==> src/rtl/spin_pkg.sv <==
// Shared types and limits for the spin-cycle controller.
package spin_pkg;

    localparam int RPM_W = 11;
    localparam logic [RPM_W-1:0] MAX_SPIN_RPM = 11'd1400;

    typedef enum logic [2:0] {
        IDLE      = 3'd0,
        WAIT_LOCK = 3'd1,
        RAMP_UP   = 3'd2,
        HOLD      = 3'd3,
        RAMP_DOWN = 3'd4,
        REDIST    = 3'd5,
        DONE      = 3'd6,
        FAULT     = 3'd7
    } state_t;

    function automatic logic [RPM_W-1:0] clamp_rpm(input logic [RPM_W-1:0] v);
        return (v > MAX_SPIN_RPM) ? MAX_SPIN_RPM : v;
    endfunction

endpackage

==> src/rtl/spin_tick_gen.sv <==
// Free-running tick divider: tick pulses once every TICK_DIV enabled cycles.
module spin_tick_gen #(
    parameter int TICK_DIV = 1000
) (
    input  logic clk,
    input  logic reset,
    input  logic enable,
    input  logic clear,
    output logic tick
);

    localparam int CW = (TICK_DIV > 2) ? $clog2(TICK_DIV) : 1;
    localparam logic [CW-1:0] LAST = CW'(TICK_DIV - 1);

    logic [CW-1:0] r_cnt;

    always_ff @(posedge clk or posedge reset) begin
        if (reset)
            r_cnt <= '0;
        else if (clear)
            r_cnt <= '0;
        else if (enable)
            r_cnt <= (r_cnt == LAST) ? '0 : r_cnt + CW'(1);
    end

    assign tick = enable && !clear && (r_cnt == LAST);

endmodule

==> src/rtl/spin_cycle_controller.sv <==
// Spin-phase sequencer: door-lock wait, ramp up, timed hold, ramp down,
// with bounded imbalance retries, abort handling and a sticky fault state.
module spin_cycle_controller
    import spin_pkg::*;
#(
    parameter int RAMP_STEP    = 50,
    parameter int TICK_DIV     = 1000,
    parameter int HOLD_TICKS   = 60,
    parameter int REDIST_RPM   = 100,
    parameter int REDIST_TICKS = 8,
    parameter int MAX_RETRIES  = 2,
    parameter int LOCK_TIMEOUT = 20
) (
    input  logic             clk,
    input  logic             reset,
    input  logic             start,
    input  logic             abort,
    input  logic [RPM_W-1:0] target_speed,
    input  logic             door_locked,
    input  logic             imbalance,
    output logic [RPM_W-1:0] rpm_cmd,
    output logic             busy,
    output logic             done,
    output logic             spin_fault,
    output logic [2:0]       state_o
);

    localparam int CNT_W = 16;
    localparam logic [11:0]      STEP12    = 12'(RAMP_STEP);
    localparam logic [11:0]      REDIST12  = 12'(REDIST_RPM);
    localparam logic [CNT_W-1:0] HOLD_C    = CNT_W'(HOLD_TICKS);
    localparam logic [CNT_W-1:0] REDIST_C  = CNT_W'(REDIST_TICKS);
    localparam logic [CNT_W-1:0] LOCK_LAST = CNT_W'(LOCK_TIMEOUT - 1);
    localparam logic [3:0]       RETRY_MAX = 4'(MAX_RETRIES);

    state_t           r_state, w_state_nxt;
    logic [RPM_W-1:0] r_rpm, w_rpm_nxt, r_tgt, w_tgt_nxt;
    logic [CNT_W-1:0] r_cnt, w_cnt_nxt;
    logic [3:0]       r_retries, w_retries_nxt;
    logic             r_dest_redist, w_dest_redist_nxt;
    logic             r_aborting, w_aborting_nxt;
    logic             r_fault_pend, w_fault_pend_nxt;

    logic             w_tick, w_clear, w_imb;
    logic [11:0]      w_sum, w_down_dest, w_down;
    logic [RPM_W-1:0] w_up;

    assign w_clear = (r_state == IDLE) && start;

    spin_tick_gen #(.TICK_DIV(TICK_DIV)) u_tick (
        .clk    (clk),
        .reset  (reset),
        .enable (r_state != IDLE),
        .clear  (w_clear),
        .tick   (w_tick)
    );

    // 12-bit arithmetic so the step above the top speed cannot wrap
    assign w_sum       = {1'b0, r_rpm} + STEP12;
    assign w_up        = (w_sum >= {1'b0, r_tgt}) ? r_tgt : w_sum[RPM_W-1:0];
    assign w_down_dest = (r_dest_redist && !abort) ? REDIST12 : 12'd0;
    assign w_down      = ({1'b0, r_rpm} <= w_down_dest + STEP12) ? w_down_dest
                                                                 : {1'b0, r_rpm} - STEP12;
    assign w_imb       = imbalance && ({1'b0, r_rpm} > REDIST12);

    always_comb begin
        w_state_nxt       = r_state;
        w_rpm_nxt         = r_rpm;
        w_tgt_nxt         = r_tgt;
        w_cnt_nxt         = r_cnt;
        w_retries_nxt     = r_retries;
        w_dest_redist_nxt = r_dest_redist;
        w_aborting_nxt    = r_aborting;
        w_fault_pend_nxt  = r_fault_pend;

        case (r_state)
            IDLE: if (start) begin
                w_state_nxt       = WAIT_LOCK;
                w_tgt_nxt         = clamp_rpm(target_speed);
                w_retries_nxt     = '0;
                w_cnt_nxt         = '0;
                w_dest_redist_nxt = 1'b0;
                w_aborting_nxt    = 1'b0;
                w_fault_pend_nxt  = 1'b0;
            end
            WAIT_LOCK: begin
                if (door_locked)
                    w_state_nxt = RAMP_UP;
                else if (w_tick) begin
                    if (r_cnt >= LOCK_LAST) w_state_nxt = FAULT;
                    else                    w_cnt_nxt   = r_cnt + CNT_W'(1);
                end
            end
            RAMP_UP: if (w_tick) begin
                w_rpm_nxt = w_up;
                if (w_up == r_tgt) begin
                    w_state_nxt = HOLD;
                    w_cnt_nxt   = HOLD_C;
                end
            end
            HOLD: if (w_tick) begin
                if (r_cnt <= CNT_W'(1)) begin
                    w_state_nxt       = RAMP_DOWN;
                    w_dest_redist_nxt = 1'b0;
                end else
                    w_cnt_nxt = r_cnt - CNT_W'(1);
            end
            RAMP_DOWN: if (w_tick) begin
                w_rpm_nxt = w_down[RPM_W-1:0];
                if (w_down == w_down_dest) begin
                    if (r_dest_redist && !abort) begin
                        w_state_nxt = REDIST;
                        w_cnt_nxt   = REDIST_C;
                    end else if (r_fault_pend)
                        w_state_nxt = FAULT;
                    else if (r_aborting || abort)
                        w_state_nxt = IDLE;
                    else
                        w_state_nxt = DONE;
                end
            end
            REDIST: if (w_tick) begin
                if (r_cnt <= CNT_W'(1)) w_state_nxt = RAMP_UP;
                else                    w_cnt_nxt   = r_cnt - CNT_W'(1);
            end
            DONE:    w_state_nxt = IDLE;
            FAULT:   w_state_nxt = FAULT;
            default: w_state_nxt = IDLE;
        endcase

        // Overrides in rising priority: imbalance, abort, door loss
        if (w_imb && (r_state inside {RAMP_UP, HOLD})) begin
            w_state_nxt = RAMP_DOWN;
            w_rpm_nxt   = r_rpm;
            if (r_retries < RETRY_MAX) begin
                w_retries_nxt     = r_retries + 4'd1;
                w_dest_redist_nxt = 1'b1;
            end else begin
                w_dest_redist_nxt = 1'b0;
                w_fault_pend_nxt  = 1'b1;
            end
        end

        if (abort && (r_state inside {WAIT_LOCK, RAMP_UP, HOLD, RAMP_DOWN, REDIST})) begin
            w_aborting_nxt    = 1'b1;
            w_dest_redist_nxt = 1'b0;
            if (r_state != RAMP_DOWN) begin
                w_state_nxt      = RAMP_DOWN;
                w_rpm_nxt        = r_rpm;
                w_retries_nxt    = r_retries;
                w_fault_pend_nxt = r_fault_pend;
            end
        end

        if (!door_locked && (r_state inside {RAMP_UP, HOLD, RAMP_DOWN, REDIST}))
            w_state_nxt = FAULT;

        if (w_state_nxt == FAULT)
            w_rpm_nxt = '0;
    end

    always_ff @(posedge clk or posedge reset) begin
        if (reset) begin
            r_state       <= IDLE;
            r_rpm         <= '0;
            r_tgt         <= '0;
            r_cnt         <= '0;
            r_retries     <= '0;
            r_dest_redist <= 1'b0;
            r_aborting    <= 1'b0;
            r_fault_pend  <= 1'b0;
        end else begin
            r_state       <= w_state_nxt;
            r_rpm         <= w_rpm_nxt;
            r_tgt         <= w_tgt_nxt;
            r_cnt         <= w_cnt_nxt;
            r_retries     <= w_retries_nxt;
            r_dest_redist <= w_dest_redist_nxt;
            r_aborting    <= w_aborting_nxt;
            r_fault_pend  <= w_fault_pend_nxt;
        end
    end

    assign rpm_cmd    = r_rpm;
    assign busy       = (r_state != IDLE) && (r_state != FAULT);
    assign done       = (r_state == DONE);
    assign spin_fault = (r_state == FAULT);
    assign state_o    = r_state;

endmodule
==> config.mk <==
export PLATFORM = sky130hd
export DESIGN_NAME = spin_cycle_controller
export DESIGN_NICKNAME = d
export VERILOG_FILES = /design/src/rtl/spin_pkg.sv /design/src/rtl/spin_tick_gen.sv /design/src/rtl/spin_cycle_controller.sv
export SDC_FILE = /design/constraint.sdc
export NUM_CORES = 1
export LEC_CHECK = 0
export BUFFER_PORTS_ARGS = -buffer_cell sky130_fd_sc_hd__buf_2
export CAP_MARGIN = 10
export CORE_MARGIN = 1
export CORE_UTILIZATION = 60
export DETAILED_ROUTE_END_ITERATION = 10
export PLACE_DENSITY = 0.9
export SYNTH_ARGS = -nofsm -noshare
export SYNTH_HDL_FRONTEND = slang
export SYNTH_SLANG_ARGS = --single-unit
==> constraint.sdc <==
create_clock -name clk -period 9.4 [get_ports clk]
set_clock_uncertainty 0.15 [all_clocks]
set_input_delay 2.82 -clock clk [delete_from_list [all_inputs] [get_ports clk]]
set_output_delay 2.82 -clock clk [all_outputs]
set_load 0.05 [all_outputs]
# Word-level counts from Yosys, hierarchy flattened
# Cells that the tools add are included.
# W data, S select, Z words.
# totals
reg_bits,58
latchBits,0
ram_bits,0
rom_bits,0
input_bits,17
output_inout_bits,17
elab_cells,147
memories,0
# classes
addsub,7
mul,0
n_div,0
order_cmp,7
eq_ne,29
shifts,0
n_mux,67
n_bitwise,0
n_reduce_logical,28
# ops
operator,count
$mux W16,11
$mux W11,8
$pmux W16 S5,1
$mux W3,19
$mux W10,3
$mux W4,6
$pmux W3 S8,1
$pmux W11 S2,1
$add A16 B1 Y16 const B,1
$ge A16 B5 Y1 const B,1
$le A16 B1 Y1 const B,1
$ne A2 B2 Y1 const B,8
$sub A16 B1 Y16 const B,1
$eq A3 B3 Y1 const B,5
$mux W1,14
$add A11 B6 Y12 const B,1
$eq A12 B7 Y1,1
$ge A12 B11 Y1,1
$mux W12,1
$reduce_and A12 Y1,1
$sub A11 B6 Y12 const B,1
$eq A11 B11 Y1,1
$gt A11 B11 Y1 const B,1
$gt A11 B7 Y1 const B,1
27 further kinds,48

# Logic depth before layout (Yosys ltp)
# depth
depth_word,16
mapped_depth,15

# Cells and area by module
# From an unflattened synthesis, not the netlist that was laid out.
# unflattened
cells_unflattened,640
hier_area_um2,5022.3
# modules_own_cells
mod,instances,cells_per_inst,area_each_um2,seq_area_each_um2
spin_cycle_controller,1,572,4398.0,1201.2
spin_tick_gen,1,68,624.3,250.2

# Worst setup path before layout
# OpenSTA, ideal clock, no wires.
# synth_timing
path_type,input to register
start,input port abort
end,register r_rpm[0] (netlist: rpm_cmd[0])
setup_ps,136
arrival_time_ps,5186
required_ps,9114
path_slack_ps,3928
path_stages,11
path_buffers,2
cell_sequence,nand2b_1 -> clkbuf_1 -> ha_1 -> a2111oi_0 -> a41oi_1 -> o21ai_1 -> a22o_1 -> o32ai_1 -> a211oi_1 -> clkbuf_1 -> nor3_1
# synth_between
elab_chain_cells,16
word_cells_on_any_way,27
classes_between,add/sub (1); order compare (1); eq/ne (3); mux (18); reduce/logical (4)
# synth_rtl
element,line,source
"start, declared",spin_cycle_controller.sv:17,"input logic abort,"
$logic_not A1 Y1,"spin_cycle_controller.sv:61, spin_cycle_controller.sv:111",
$logic_and A1 B1 Y1,"spin_cycle_controller.sv:61, spin_cycle_controller.sv:111",
$mux W7,spin_cycle_controller.sv:61,assign w_down_dest = (r_dest_redist && !abort) ? REDIST12 : 12'd0;
$add A7 B6 Y8,spin_cycle_controller.sv:62,"assign w_down = ({1'b0, r_rpm} <= w_down_dest + STEP12) ? w_down_dest"
$le A11 B8 Y1,spin_cycle_controller.sv:62,
$mux W12,spin_cycle_controller.sv:62,
$eq A12 B7 Y1,spin_cycle_controller.sv:110,if (w_down == w_down_dest) begin
$mux W3,spin_cycle_controller.sv:110,
$mux W3,spin_cycle_controller.sv:108,RAMP_DOWN: if (w_tick) begin
$pmux W3 S8,spin_cycle_controller.sv:76,case (r_state)
$mux W3,spin_cycle_controller.sv:132,"if (w_imb && (r_state inside {RAMP_UP, HOLD})) begin"
$mux W3,spin_cycle_controller.sv:147,if (r_state != RAMP_DOWN) begin
$mux W3,spin_cycle_controller.sv:144,"if (abort && (r_state inside {WAIT_LOCK, RAMP_UP, HOLD, RAMP_DOWN, REDIST})) begin"
$mux W3,spin_cycle_controller.sv:155,"if (!door_locked && (r_state inside {RAMP_UP, HOLD, RAMP_DOWN, REDIST}))"
$eq A3 B3 Y1,spin_cycle_controller.sv:158,if (w_state_nxt == FAULT)
$ne A3 B2 Y1 (no source line) / $mux W11 (equally long branches),--,
"end signal, assigned",spin_cycle_controller.sv:174,r_rpm <= w_rpm_nxt;
"end, declared",spin_cycle_controller.sv:37,"logic [RPM_W-1:0] r_rpm, w_rpm_nxt, r_tgt, w_tgt_nxt;"
# Several ways; a longest one is shown, not always the timed one. The select of a mux whose other input is x is not followed.
# A chain may end at the register's enable or synchronous reset.

# Worst setup path in the final report
# layout_timing
start,input port abort
end,register r_rpm[9] (netlist: rpm_cmd[9])
# Same word-level chain as after synthesis.

==> results_dict.tcl <==
set metrics [dict create \
    clkTransAtPathRegs_ps 70 \
    start_util 0.6326 \
    start_kind "input pin" \
    grt_pass1_vias 4740 \
    reg2reg_to "rpm_cmd[9]$_DFFE_PP0P_" \
    crit_buf_inv 1 \
    crit_slowest_cell "a211oi_1" \
    setup_tns_ps 0 \
    yosys_warnings 0 \
    vias 5110 \
    seq_area_um2 1451 \
    drc 0 \
    overflow 0 \
    dp.cells 728 \
    avgSynthCellArea_um2 7.870 \
    p_leak_nw 2.284 \
    clock_path_buffers 2 \
    crit_family "compound AO/OA/AOI/OAI gates" \
    yosysTopAreaCell "dfrtp_1" \
    cts_tree "yes" \
    fill_cells 658 \
    cts_buffers 9 \
    critPathRequiredTime_ps 9410 \
    cts_resized 0 \
    syn-cell-area_um2 4990 \
    numClockSinks 58 \
    ys_types 76 \
    postRouteWirelength_um 13610 \
    worstSkewPairLatency_ps 350 \
    drtIter0Drc 589 \
    synth-edff-count 0 \
    max-vdd-ir-drop_v 0.0001883 \
    synth_area_leaders "dfrtp_1, ha_1, o21ai_0" \
    dr.pass1.iters 5 \
    maxSlewViolCount 0 \
    clock-root-buffer "clkbuf_8" \
    max-cap-violations 0 \
    status "complete, no violations" \
    setup_viol 0 \
    holdCritPathClass "flip-flop to flip-flop" \
    r2r_cells 13 \
    p_comb_frac 0.495 \
    ys_seq_elements 58 \
    fin_crit_ps 6113 \
    finalPower_mw 1.440 \
    rows 32 \
    syn_inst 634 \
    htreeDepth 3 \
    ff2ff_setup_slack_ps 4750 \
    ant_nets 0 \
    die_y_um 93.20 \
    cts_hold_repair.buffers 0 \
    grt_setup_unrepaired "no" \
    internal_power_uw 744.6 \
    io-pin-count 34 \
    slew_headroom 0.1826 \
    gp_congestion 0.9212 \
    layout_common_cells "dfrtp_1, nand2_1, nor2_1" \
    final_common_cell "dfrtp_1" \
    seqPwrFrac 0.340 \
    finalHoldViolations 0 \
    grt_pass1_wl_um 22650 \
    vias_per_cell 6.859 \
    syn_to_final_growth_pct 6.770 \
    dieArea_um2 8685 \
    placed_cell_area_um2 5124 \
    hold_ws_ps 332.5 \
    yosysSeqAreaShare 0.2909 \
    wl_per_cell_um 18.27 \
    layout.cells.non_filler 745 \
    multi_input_area_um2 3241 \
    ys.flop_type "dfrtp_1" \
    fmaxAchievable_mhz 163.6 \
    dp_hpwl_um 9640 \
    clkPwrFrac 0.165 \
    power_density_nw_per_um2 270.2 \
    async_flop_share 1.000 \
    port_buffers 33 \
    nNetsFinal 676 \
    timing.final.crit_share 0.6503 \
    die_x_um 93.20 \
    cpPeakStageDelay_ps 1000 \
    p_sw_uw 695.2 \
    p_sw_frac 0.4828 \
    hold_depth 1 \
    grt_max_degree 59 \
    antenna_found_initial 1 \
    core-area_um2 7888 \
    design_area_um2 5328 \
    yosys.area.top_type_share 0.2909 \
    syn-num-nets 673 \
    cts_setup_buffers 0 \
    drive_gt1_frac 0.1090 \
    path_cells "buf_2 -> nand2b_1 -> ha_1 -> a2111oi_0 -> a41oi_1 -> o21ai_1 -> a22o_1 -> o32ai_1 -> a211oi_1 -> nor3_1" \
    r2r-start "rpm_cmd[2]$_DFFE_PP0P_" \
    hold_start "r_retries[3]$_DFFE_PP0P_" \
    cp-end-kind "flip-flop" \
    path_max_fanout 11 \
    max_slew.worst_pin.slew_ps 1219 \
    hold_end "r_retries[3]$_DFFE_PP0P_" \
    cp.arrival_ps 6120 \
    grt_usage 0.3279 \
    critPathKind "input pin to flip-flop" \
]
## area by class of cell
class / count / area share
Antenna cell: 1 / 0.0004697
Clock buffer: 10 / 0.02583
Clock inverter: 6 / 0.01198
Inverter: 29 / 0.02043
Multi-Input combinational cell: 502 / 0.6083
Sequential cell: 58 / 0.2724
Tap cell: 102 / 0.02395
Timing Repair Buffer: 37 / 0.03664
## worst max-delay path by stage
| stage | from | endpoint | slack (ps) | cells after the start |
|---|---|---|---|---|
| floorplan | abort | rpm_cmd[0]$_DFFE_PP0P_ | 3930 | 11 |
| global placement | abort | rpm_cmd[7]$_DFFE_PP0P_ | 3210 | 10 |
| detailed placement | abort | rpm_cmd[9]$_DFFE_PP0P_ | 2990 | 10 |
| CTS | abort | rpm_cmd[9]$_DFFE_PP0P_ | 3350 | 10 |
| global route | abort | rpm_cmd[9]$_DFFE_PP0P_ | 3040 | 11 |
| finish | abort | rpm_cmd[9]$_DFFE_PP0P_ | 3290 | 10 |
## through the flow
| step | utilization | worst slack [ps] |
|---|---|---|
| global route | 0.6754 | 3039 |
| global placement | 0.6496 | 3209 |
| CTS | 0.6751 | 3355 |
| finish | 0.6754 | 3287 |
| detailed placement | 0.6496 | 2993 |
| floorplan | - | 3928 |
## flip-flops by register name (all words and copies together) (netlist names)
signal / count
r_cnt: 16
r_tgt: 11
rpm_cmd: 11
u_tick.r_cnt: 10
r_retries: 4
state_o: 3
r_aborting: 1
r_dest_redist: 1
r_fault_pend: 1
## synth_stat cells (all sizes together) (3+ instances only)
| master | instances |
|---|---|
| buf | 12 |
| nor2b | 10 |
| o221ai | 3 |
| a32o | 4 |
| o211ai | 4 |
| a21oi | 46 |
| nand2 | 57 |
| and2 | 8 |
| a311oi | 4 |
| a31oi | 8 |
| xnor2 | 20 |
| nor2 | 56 |
| o41ai | 3 |
| nand2b | 8 |
| ha | 22 |
| a2bb2oi | 4 |
| xor2 | 6 |
| mux2i | 13 |
| nand4 | 5 |
| o22ai | 4 |
| a21o | 5 |
| or3 | 7 |
| nor3b | 4 |
| a22o | 9 |
| or4 | 6 |
| o21ai | 50 |
| nand3b | 3 |
| clkbuf | 33 |
| or2 | 3 |
| o2111a | 3 |
| a211o | 4 |
| dfrtp | 58 |
| nor3 | 30 |
| nor4 | 10 |
| inv | 29 |
| o31ai | 5 |
| a211oi | 13 |
| and3 | 7 |
| nand3 | 24 |
## power groups by stage
stage	combinational (mW)	sequential, mW	clock [mW]
floorplan	0.599	0.426	0
finish	0.713	0.489	0.237
CTS	0.702	0.480	0.240
detailed placement	0.697	0.483	0
global route	0.783	0.501	0.251
global placement	0.670	0.477	0
## kinds of logic after synthesis
family	synth area share
AND/OR/NAND/NOR	0.2480
flip-flops	0.2909
adder cells (fa/ha/maj)	0.05516
buffers and inverters	0.05968
AO/OA/AOI/OAI	0.2656
XOR/XNOR	0.05166
multiplexers	0.02909
## layer usage
metal / vias to the layer above / global-route usage / routed length [um]
met1: 2437 / 0.4708 / 6011
li1: 2337 / - / -
met4: 0 / 0.1269 / 308
met3: 31 / 0.06667 / 1385
met2: 305 / 0.4841 / 5905
met5: - / 0 / 0
Note: power is estimated with default switching activity, not from simulation.
